<file path="src/rtl/pll_lock_detect.sv">
// PLL lock detector and frequency monitor in the pclk domain: measures each
// refclk period in pclk cycles, applies lock/unlock hysteresis, and watches for reference loss.
module pll_lock_detect #(
  parameter int CW         = 10,
  parameter int NW         = 8,
  parameter int TW         = 4,
  parameter int LOCK_CNT   = 8,
  parameter int UNLOCK_CNT = 2
) (
  input  logic          pclk,
  input  logic          reset,
  input  logic          refclk,
  input  logic [NW-1:0] n,
  input  logic [TW-1:0] tol,
  output logic          locked,
  output logic          ref_lost,
  output logic          meas_valid,
  output logic [CW-1:0] meas_count,
  output logic [CW:0]   freq_err
);

  localparam int GW = $clog2(LOCK_CNT + 1);
  localparam int BW = $clog2(UNLOCK_CNT + 1);
  localparam logic [CW-1:0] CNT_MAX = '1;

  typedef enum logic [1:0] {ACQ, SEARCH, LOCKED} state_t;

  function automatic logic [CW-1:0] sat_inc(input logic [CW-1:0] v);
    return (v == CNT_MAX) ? v : v + CW'(1);
  endfunction

  function automatic logic [CW:0] abs_err(input logic signed [CW:0] e);
    logic signed [CW:0] neg;
    neg = -e;
    return e[CW] ? $unsigned(neg) : $unsigned(e);
  endfunction

  state_t               state;
  logic                 s1, s2, s3;
  logic [CW-1:0]        cnt;
  logic [GW-1:0]        good_cnt;
  logic [BW-1:0]        bad_cnt;

  logic                 vld_p0;
  logic [CW-1:0]        m_p0;
  logic signed [CW:0]   err_p0;
  logic                 good_p0;

  logic                 vld_p1;
  logic [CW-1:0]        meas_p1;
  logic signed [CW:0]   err_p1;

  // Stage p0: edge cycle, measurement and tolerance test
  always_comb begin
    vld_p0  = s2 & ~s3;
    m_p0    = sat_inc(cnt);
    err_p0  = $signed({1'b0, m_p0}) - $signed({{(CW+1-NW){1'b0}}, n});
    good_p0 = (abs_err(err_p0) <= {{(CW+1-TW){1'b0}}, tol});
  end

  // Stage p1: registered publication, hysteresis FSM and watchdog
  always_ff @(posedge pclk) begin
    if (reset) begin
      state    <= ACQ;
      s1       <= 1'b0;
      s2       <= 1'b0;
      s3       <= 1'b0;
      cnt      <= '0;
      good_cnt <= '0;
      bad_cnt  <= '0;
      locked   <= 1'b0;
      ref_lost <= 1'b0;
      vld_p1   <= 1'b0;
      meas_p1  <= '0;
      err_p1   <= '0;
    end else begin
      s1     <= refclk;
      s2     <= s1;
      s3     <= s2;
      vld_p1 <= 1'b0;
      cnt    <= vld_p0 ? '0 : sat_inc(cnt);
      if (vld_p0) begin
        // An edge in the saturation cycle is a measurement, never a loss.
        case (state)
          ACQ: begin
            state    <= SEARCH;
            ref_lost <= 1'b0;
            good_cnt <= '0;
            bad_cnt  <= '0;
          end
          SEARCH: begin
            vld_p1  <= 1'b1;
            meas_p1 <= m_p0;
            err_p1  <= err_p0;
            if (!good_p0) begin
              good_cnt <= '0;
            end else if (good_cnt == GW'(LOCK_CNT - 1)) begin
              good_cnt <= GW'(LOCK_CNT);
              state    <= LOCKED;
              locked   <= 1'b1;
              bad_cnt  <= '0;
            end else begin
              good_cnt <= good_cnt + GW'(1);
            end
          end
          LOCKED: begin
            vld_p1  <= 1'b1;
            meas_p1 <= m_p0;
            err_p1  <= err_p0;
            if (good_p0) begin
              bad_cnt <= '0;
            end else if (bad_cnt == BW'(UNLOCK_CNT - 1)) begin
              bad_cnt  <= '0;
              state    <= SEARCH;
              locked   <= 1'b0;
              good_cnt <= '0;
            end else begin
              bad_cnt <= bad_cnt + BW'(1);
            end
          end
          default: state <= ACQ;
        endcase
      end else if (cnt == CNT_MAX) begin
        state    <= ACQ;
        ref_lost <= 1'b1;
        locked   <= 1'b0;
        good_cnt <= '0;
        bad_cnt  <= '0;
      end
    end
  end

  assign meas_valid = vld_p1;
  assign meas_count = meas_p1;
  assign freq_err   = err_p1;

endmodule

</file>
<file path="config.mk">
export PLATFORM = sky130hd
export DESIGN_NAME = pll_lock_detect
export DESIGN_NICKNAME = d
export VERILOG_FILES = /design/src/rtl/pll_lock_detect.sv
export SDC_FILE = /design/constraint.sdc
export NUM_CORES = 1
export LEC_CHECK = 0
export ABC_AREA = 1
export CORE_AREA = 5 5 61 117
export DETAILED_ROUTE_END_ITERATION = 8
export DIE_AREA = 0 0 66 122
export HOLD_SLACK_MARGIN = 0.15
export PLACE_DENSITY = 0.75
export SLEW_MARGIN = 20
export SYNTH_ARGS = -nofsm -noshare
export SYNTH_HDL_FRONTEND = slang
export SYNTH_SLANG_ARGS = --single-unit
</file>
<file path="constraint.sdc">
create_clock -name pclk -period 4.6 [get_ports pclk]
set_clock_uncertainty 0.1 [all_clocks]
set_input_delay 0.92 -clock pclk [delete_from_list [all_inputs] [get_ports pclk]]
set_output_delay 0.92 -clock pclk [all_outputs]
set_load 0.03 [all_outputs]
</file>
==> run_results.csv, run 1 <==
group,metric,value,unit
final_layout,stdcell_area,3840,sq um
routing,ant_nets,0,
final_layout,multi_input_area,1770,sq um
die,dieArea,8050,sq um
final_layout,ff_latch_area,905,sq um
final_layout,final_cells,590,
routing,drt_iter0_drc,188,
sta,tightest_slew,0.445,ns
sta,finalCritPeriodShare,94.2,%
pwr,power,0.00111,W
global_route,grt_pass1_wl,11700,um
clocking,clock_latency,0.29,ns
clocking,root_buffer,"clkbuf_16",
routing,routed_wl,7290,um
min_path,hp-start,"s1",
worst_setup_path,required,4.68,ns
global_route,antenna_found_initial,0,
place,io_buffers,38,
final_layout,antenna_cells,0,
yosys,ys_types,35,
yosys,synth_nets,483,
routing,routed_via_density,4.79,
clocking,cts_htree_levels,2,
global_route,grt_util_all_layers,18.6,%
min_path,min_path_cells,2,
status,status,"finished, final reports clean",
clocking,numCtsBuffers,5,
yosys,postSynthCellCount,448,
yosys,synth_area,2940,sq um
min_path,min_to,"s2",
routing,drc_errors,0,
die,num_rows,41,
worst_setup_path,r2r_slack,0.27,ns
sta,whs,0.309,ns
worst_setup_path,cp_slowest_cell,"dfxtp_2",
place,dp_cells,577,
worst_setup_path,critPathBufInv,3,
clocking,tritoncts,"built",
routing,wire_per_inst,12.4,um
min_path,min_path_type,"reg2reg",
worst_setup_path,cp.arrival,4.42,ns
place,place_area,3490,sq um
sta,drv_slew,0,
die,die_y,122,um
final_layout,finalNetCount,538,
clocking,clk_pin_slew_worst_paths,0.06,ns
sta,min_period,4.33,ns
global_route,grt_max_degree,31,
routing,vias,2824,
job,drv_cap,0,
routing,firstDrtPassIters,4,
yosys,syn_area_per_cell,6.57,sq um
worst_setup_path,path_class,"reg2reg",
clocking,clock-sinks,45,
worst_setup_path,path_delay_family,"simple AND/OR/NAND/NOR gates",
place,place.gp.congestion,0.895,
yosys,ys_warn_count,0,
die,io_pins,39,
worst_setup_path,crit_fanout,4,
final_layout,area.growth.synth_to_final,30.6,%
die,coreArea,6210,sq um
die,die_w,66,um
place,place_ws,0.0248,ns
yosys,synth_seq_cells,45,
sta,finalSetupViolations,0,
clocking,clk_path_buf_depth,2,
worst_setup_path,cpMostUsedCell,"nand2_2",
worst_setup_path,end_kind,"register",
pwr,p_per_area,288,nW/um^2
worst_setup_path,regToRegStartpoint,"cnt[0]",
place,dp_hpwl,5340,um
worst_setup_path,critPathLaunchType,"register",
global_route,grt_pass1_vias,2649,
global_route,grt-ovfl-total,0,
sta,hold_viol,0,
die,start_util,47.4,%
yosys,ys_seq_area_share,30.6,%
worst_setup_path,reg2reg_to,"bad_cnt[0]",
sta,fin_ws,0.266,ns
clocking,ctsHoldBuffers,0,
worst_setup_path,slowest_delay,0.35,ns
sta,max_slew_margin,70.3,%
pwr,p_leak,1.90,nW
worst_setup_path,ff2ff_path_depth,31,
pwr,peakVddDrop,0.290,mV
sta,fmax,0.231,GHz
final_layout,drive_gt1_share,16.3,%
final_layout,n_fill_cell,549,
-- cell type report --
cell class	instances	area share (%)
inverter	89	8.82
multi-input combinational	305	46.1
clock buffer	5	3.26
clock inverter	3	1.69
tap	86	2.80
timing repair buffer	57	13.8
sequential	45	23.5
-- stage by stage --
step | setup TNS (ns) | util, %
after floorplan | 0 | -
after CTS | 0 | 59.2
after global routing | -0.0927 | 61.9
after detailed placement | 0 | 56.2
final | 0 | 61.9
after global placement | 0 | 56.2
-- worst max-delay path by stage --
stage | start | endpoint | slack (ns) | cells after the start
after detailed placement | n[0] | locked | 0.02 | 26
final | cnt[0] | bad_cnt[0] | 0.27 | 31
after CTS | cnt[1] | bad_cnt[0] | 0.13 | 31
after global placement | n[0] | bad_cnt[0] | 0.14 | 26
after floorplan | cnt[0] | bad_cnt[0] | 0.1 | 32
after global routing | cnt[0] | bad_cnt[0] | -0.02 | 30
-- synthesized netlist by cell type --
library cell,count,area share [%]
nand3_4,1,0.60
buf_6,1,0.38
o211ai_1,9,2.3
nand3_1,39,6.6
ha_1,19,8.1
xor2_1,7,2.1
dfxtp_1,45,31
o21ai_1,3,0.51
nand3_2,3,1.0
clkinv_1,1,0.13
xnor2_1,3,0.89
nand3b_1,2,0.51
clkbuf_1,7,0.89
a21oi_1,15,2.6
o21ai_0,20,3.4
nor3_1,3,0.51
nor2_2,7,1.5
nor2_1,51,6.5
inv_2,1,0.13
nand2_4,1,0.38
a31oi_1,2,0.43
o21bai_1,1,0.26
a31o_2,1,0.30
fa_1,1,0.68
inv_4,2,0.43
clkbuf_8,1,0.47
o22ai_1,1,0.21
nand4_1,2,0.43
nand2_2,7,1.5
a21oi_2,1,0.30
nor2_4,2,0.77
inv_1,85,11
nand2_1,102,13
o21a_1,1,0.26
a21oi_4,1,0.55
-- routing by layer --
metal	vias up	wire length [um]	GRT usage [%]
li1	1506	-	-
met1	1249	3130	22.5
met2	60	3700	32.1
met3	9	316	3.14
met4	0	143	7.12
met5	-	0	0
-- where the power goes --
group,internal (W),switching (W),leakage [nW],total [W]
clock network,0.000310,0.000148,0.0938,0.000458
logic,0.000102,0.000139,1.44,0.000241
registers,0.000400,0.00000751,0.366,0.000408
total,0.000812,0.000294,1.90,0.00111
-- sequential cells by signal, summed over array words and instances (netlist names) --
register	flops
cnt	10
bad_cnt	2
s1	1
meas_count	10
s2	1
meas_valid	1
s3	1
ref_lost	1
locked	1
freq_err	11
state	2
good_cnt	4
-- timing repair --
action / in CTS / in global routing
resized for setup: 0 / 35
setup buffers: 0 / 5
setup endpoints to repair: 0 / 9
-- cell families after synthesis --
| group | synth area share [%] |
|---|---|
| flip-flops | 30.6 |
| adder cells (fa/ha/maj) | 8.76 |
| buffers and inverters | 13.3 |
| AND/OR/NAND/NOR | 33.3 |
| AO/OA/AOI/OAI | 11.1 |
| XOR/XNOR | 2.98 |
-- worst reg2reg max path: cells and delay by family, from the launching register on --
family                     cells  cell delay [ns]
and+or+nand+nor               17             1.59
AOI/OAI and AO/OA              6             0.81
adders and majority gates      3             0.66
xor gates and xnor gates       2             0.36
DFF                            1             0.35
buffers and inverters          3             0.35
-- placed cells by master (no fill, tap or decap), types with 3 or more instances in the layout --
| cell | instances |
|---|---|
| a21oi_1 | 13 |
| o21ai_1 | 6 |
| nand2_1 | 94 |
| nand3_1 | 37 |
| nor2_2 | 11 |
| nand3_2 | 5 |
| dfxtp_1 | 42 |
| inv_1 | 85 |
| nand2_2 | 14 |
| ha_4 | 3 |
| ha_1 | 14 |
| nor3_1 | 3 |
| buf_4 | 17 |
| clkdlybuf4s50_1 | 38 |
| a21oi_2 | 3 |
| xor2_1 | 5 |
| dfxtp_2 | 3 |
| o211ai_1 | 9 |
| nor2_1 | 47 |
| clkbuf_16 | 5 |
| o21ai_0 | 17 |
Note: power is estimated with default switching activity, not from simulation.
==> run 2, diff against run 1 <==
- CORE_AREA: 5 5 61 117 -> 2 2 58 114
- DIE_AREA: 0 0 66 122 -> 0 0 60 116
==> run 2 against run 1 <==
  * Fmax down 5.2%
  * Sequential cell count unchanged
  * Utilization rose by 3.0 points
  * Sequential share of layout area fell by 0.40 points
  * Setup slack worse by 0.24 ns
  * First-iteration DRC count decreased by 40%
  * Critical path depth stayed put
  * Sequential power barely moved
  * Combinational power increased by 4%
  * Power down 3.0%
  * Hold slack lost 0.0039 ns
  * Cell area increased by 2.3%
  * Critical path type unchanged
==> run_results.csv, run 2 (same netlist as run 1, synthesis figures left out) <==
group,metric,value,unit
status,status,"finished, final reports clean",
place,io_buffers,38,
clocking,clock-sinks,45,
final_layout,final_common_cell,"nand2_1",
place,place.gp.congestion,0.920,
die,num_rows,40,
global_route,grt.met3_usage,3.13,%
global_route,grt_max_degree,32,
min_path,min_path_type,"reg2reg",
clocking,root_buffer,"clkbuf_16",
sta,tightest_slew,0.425,ns
worst_setup_path,cp.arrival,4.66,ns
pwr,p_switching,0.000311,W
sta,finalSetupViolations,0,
final_layout,finalNetCount,551,
routing,drc_errors,0,
pwr,p_per_area,273,nW/um^2
pwr,p_leak,1.98,nW
final_layout,area.growth.synth_to_final,33.6,%
sta,min_period,4.57,ns
worst_setup_path,path_class,"reg2reg",
pwr,sw_frac_of_total,29.0,%
routing,routed_via_density,5.03,
global_route,met1_usage,22.6,%
clocking,tritoncts,"built",
clocking,cts_htree_levels,2,
final_layout,ff_latch_area,910,sq um
worst_setup_path,critPathLaunchType,"register",
place,dp_cells,575,
global_route,grt_util_all_layers,22.7,%
pwr,intPower,0.000762,W
pwr,power,0.00107,W
routing,wire_per_inst,13.3,um
die,coreArea,6060,sq um
sta,finalCritPeriodShare,99.4,%
global_route,antenna_found_initial,0,
sta,drv_slew,0,
routing,routed_wl,7990,um
die,die_y,116,um
clocking,clk_path_buf_depth,2,
final_layout,multi_input_area,1780,sq um
pwr,peakVddDrop,0.175,mV
clocking,ctsHoldBuffers,0,
sta,hold_viol,0,
worst_setup_path,cp_slowest_cell,"dfxtp_4",
final_layout,drive_gt1_share,17.8,%
clocking,clock_latency,0.29,ns
routing,firstDrtPassIters,5,
die,dieArea,6960,sq um
sta,rsz0062_at_grt,"true",
worst_setup_path,end_kind,"register",
sta,fmax,0.219,GHz
clocking,clk_pin_slew_worst_paths,0.07,ns
die,start_util,48.6,%
pwr,seq_power_share,38.1,%
final_layout,largest_reg_flops,11,
routing,ant_nets,0,
job,drv_cap,0,
final_layout,final_cells,601,
routing,drt_iter0_drc,112,
clocking,numCtsBuffers,5,
pwr,pwr-share-clk,38.6,%
final_layout,antenna_cells,0,
worst_setup_path,crit_fanout,4,
die,die_w,60,um
global_route,grt-ovfl-total,0,
worst_setup_path,required,4.69,ns
worst_setup_path,cpMostUsedCell,"nand2_2",
global_route,grt_pass1_vias,2796,
global_route,grt_pass1_wl,12000,um
final_layout,n_fill_cell,538,
routing,vias,3024,
final_layout,final_cell_mix,"94 x nand2_1, 84 x inv_1, 48 x nor2_1, 42 x dfxtp_1, 38 x clkdlybuf4s50_1",
worst_setup_path,slowest_delay,0.39,ns
global_route,grt-busiest-layer,"met2",
sta,max_slew_margin,71.6,%
die,io_pins,39,
global_route,grt_util_met2,41.9,%
place,dp_hpwl,5770,um
pwr,p_comb_share,23.3,%
-- run 2: cell count changes in the layout (fill, tap and decap cells not counted), sizes merged --
cell,previous run,this run
buf,19,32
bufinv,2,1
clkbuf,5,6
-- run 2: repair_timing --
| action | in CTS | in global routing |
|---|---|---|
| resized for setup | 6 | 32 |
| buffers inserted | 6 | 12 |
| pin swaps | 1 | 18 |
| setup endpoints to repair | 9 | 9 |
-- run 2: stage by stage --
step           setup WS, ns  util [%]  hold slack, ns  setup TNS, ns  instance area, sq um
6_report             0.0283      64.9           0.305              0                  3930
3_3_place_gp         0.0876      57.5           0.291              0                  3480
2_1_floorplan        0.0955         -           0.288              0                  2940
4_1_cts             0.00412      61.4           0.308              0                  3720
5_1_grt              -0.155      64.9           0.350         -0.968                  3930
3_5_place_dp        -0.0713      57.5           0.299         -0.479                  3480
-- run 2: layout make-up --
| class | instances | area share [%] |
|---|---|---|
| clock buffers | 6 | 3.28 |
| clock inverters | 2 | 0.987 |
| inverters | 89 | 8.63 |
| multi-input cells | 305 | 45.3 |
| flip-flops and latches | 45 | 23.1 |
| well taps | 84 | 2.67 |
| repair buffers | 70 | 16.0 |
-- run 2: routing by layer --
layer,up-vias,wire (um)
li1,1530,-
met1,1384,2950
met2,76,4350
met3,34,198
met4,0,484
met5,-,0
-- run 2: power by group through the flow --
stage               clock network [W]  registers (W)  logic [W]
finish                       0.000413       0.000409   0.000250
global route                 0.000434       0.000410   0.000277
CTS                          0.000414       0.000408   0.000222
detailed placement                  0       0.000416   0.000218
global placement                    0       0.000416   0.000211
floorplan                           0       0.000422   0.000146
-- run 2: final timing paths --
check	startpoint	to	slack [ns]	cells after the start
max	cnt[0]	state[0]	0.03	31
max reg2reg	cnt[0]	state[0]	0.03	31
min reg2reg	s1	s2	0.31	2
min	s1	s2	0.31	2
-- run 2: critical path: cells and delay by family (launching register included) --
family | cells | cell delay, ns
adder cells (fa/ha/maj) | 4 | 1.00
flip-flops | 1 | 0.39
AND/OR/NAND/NOR | 16 | 1.44
XOR/XNOR | 2 | 0.33
buffers and inverters | 3 | 0.31
AO/OA/AOI/OAI | 6 | 0.91
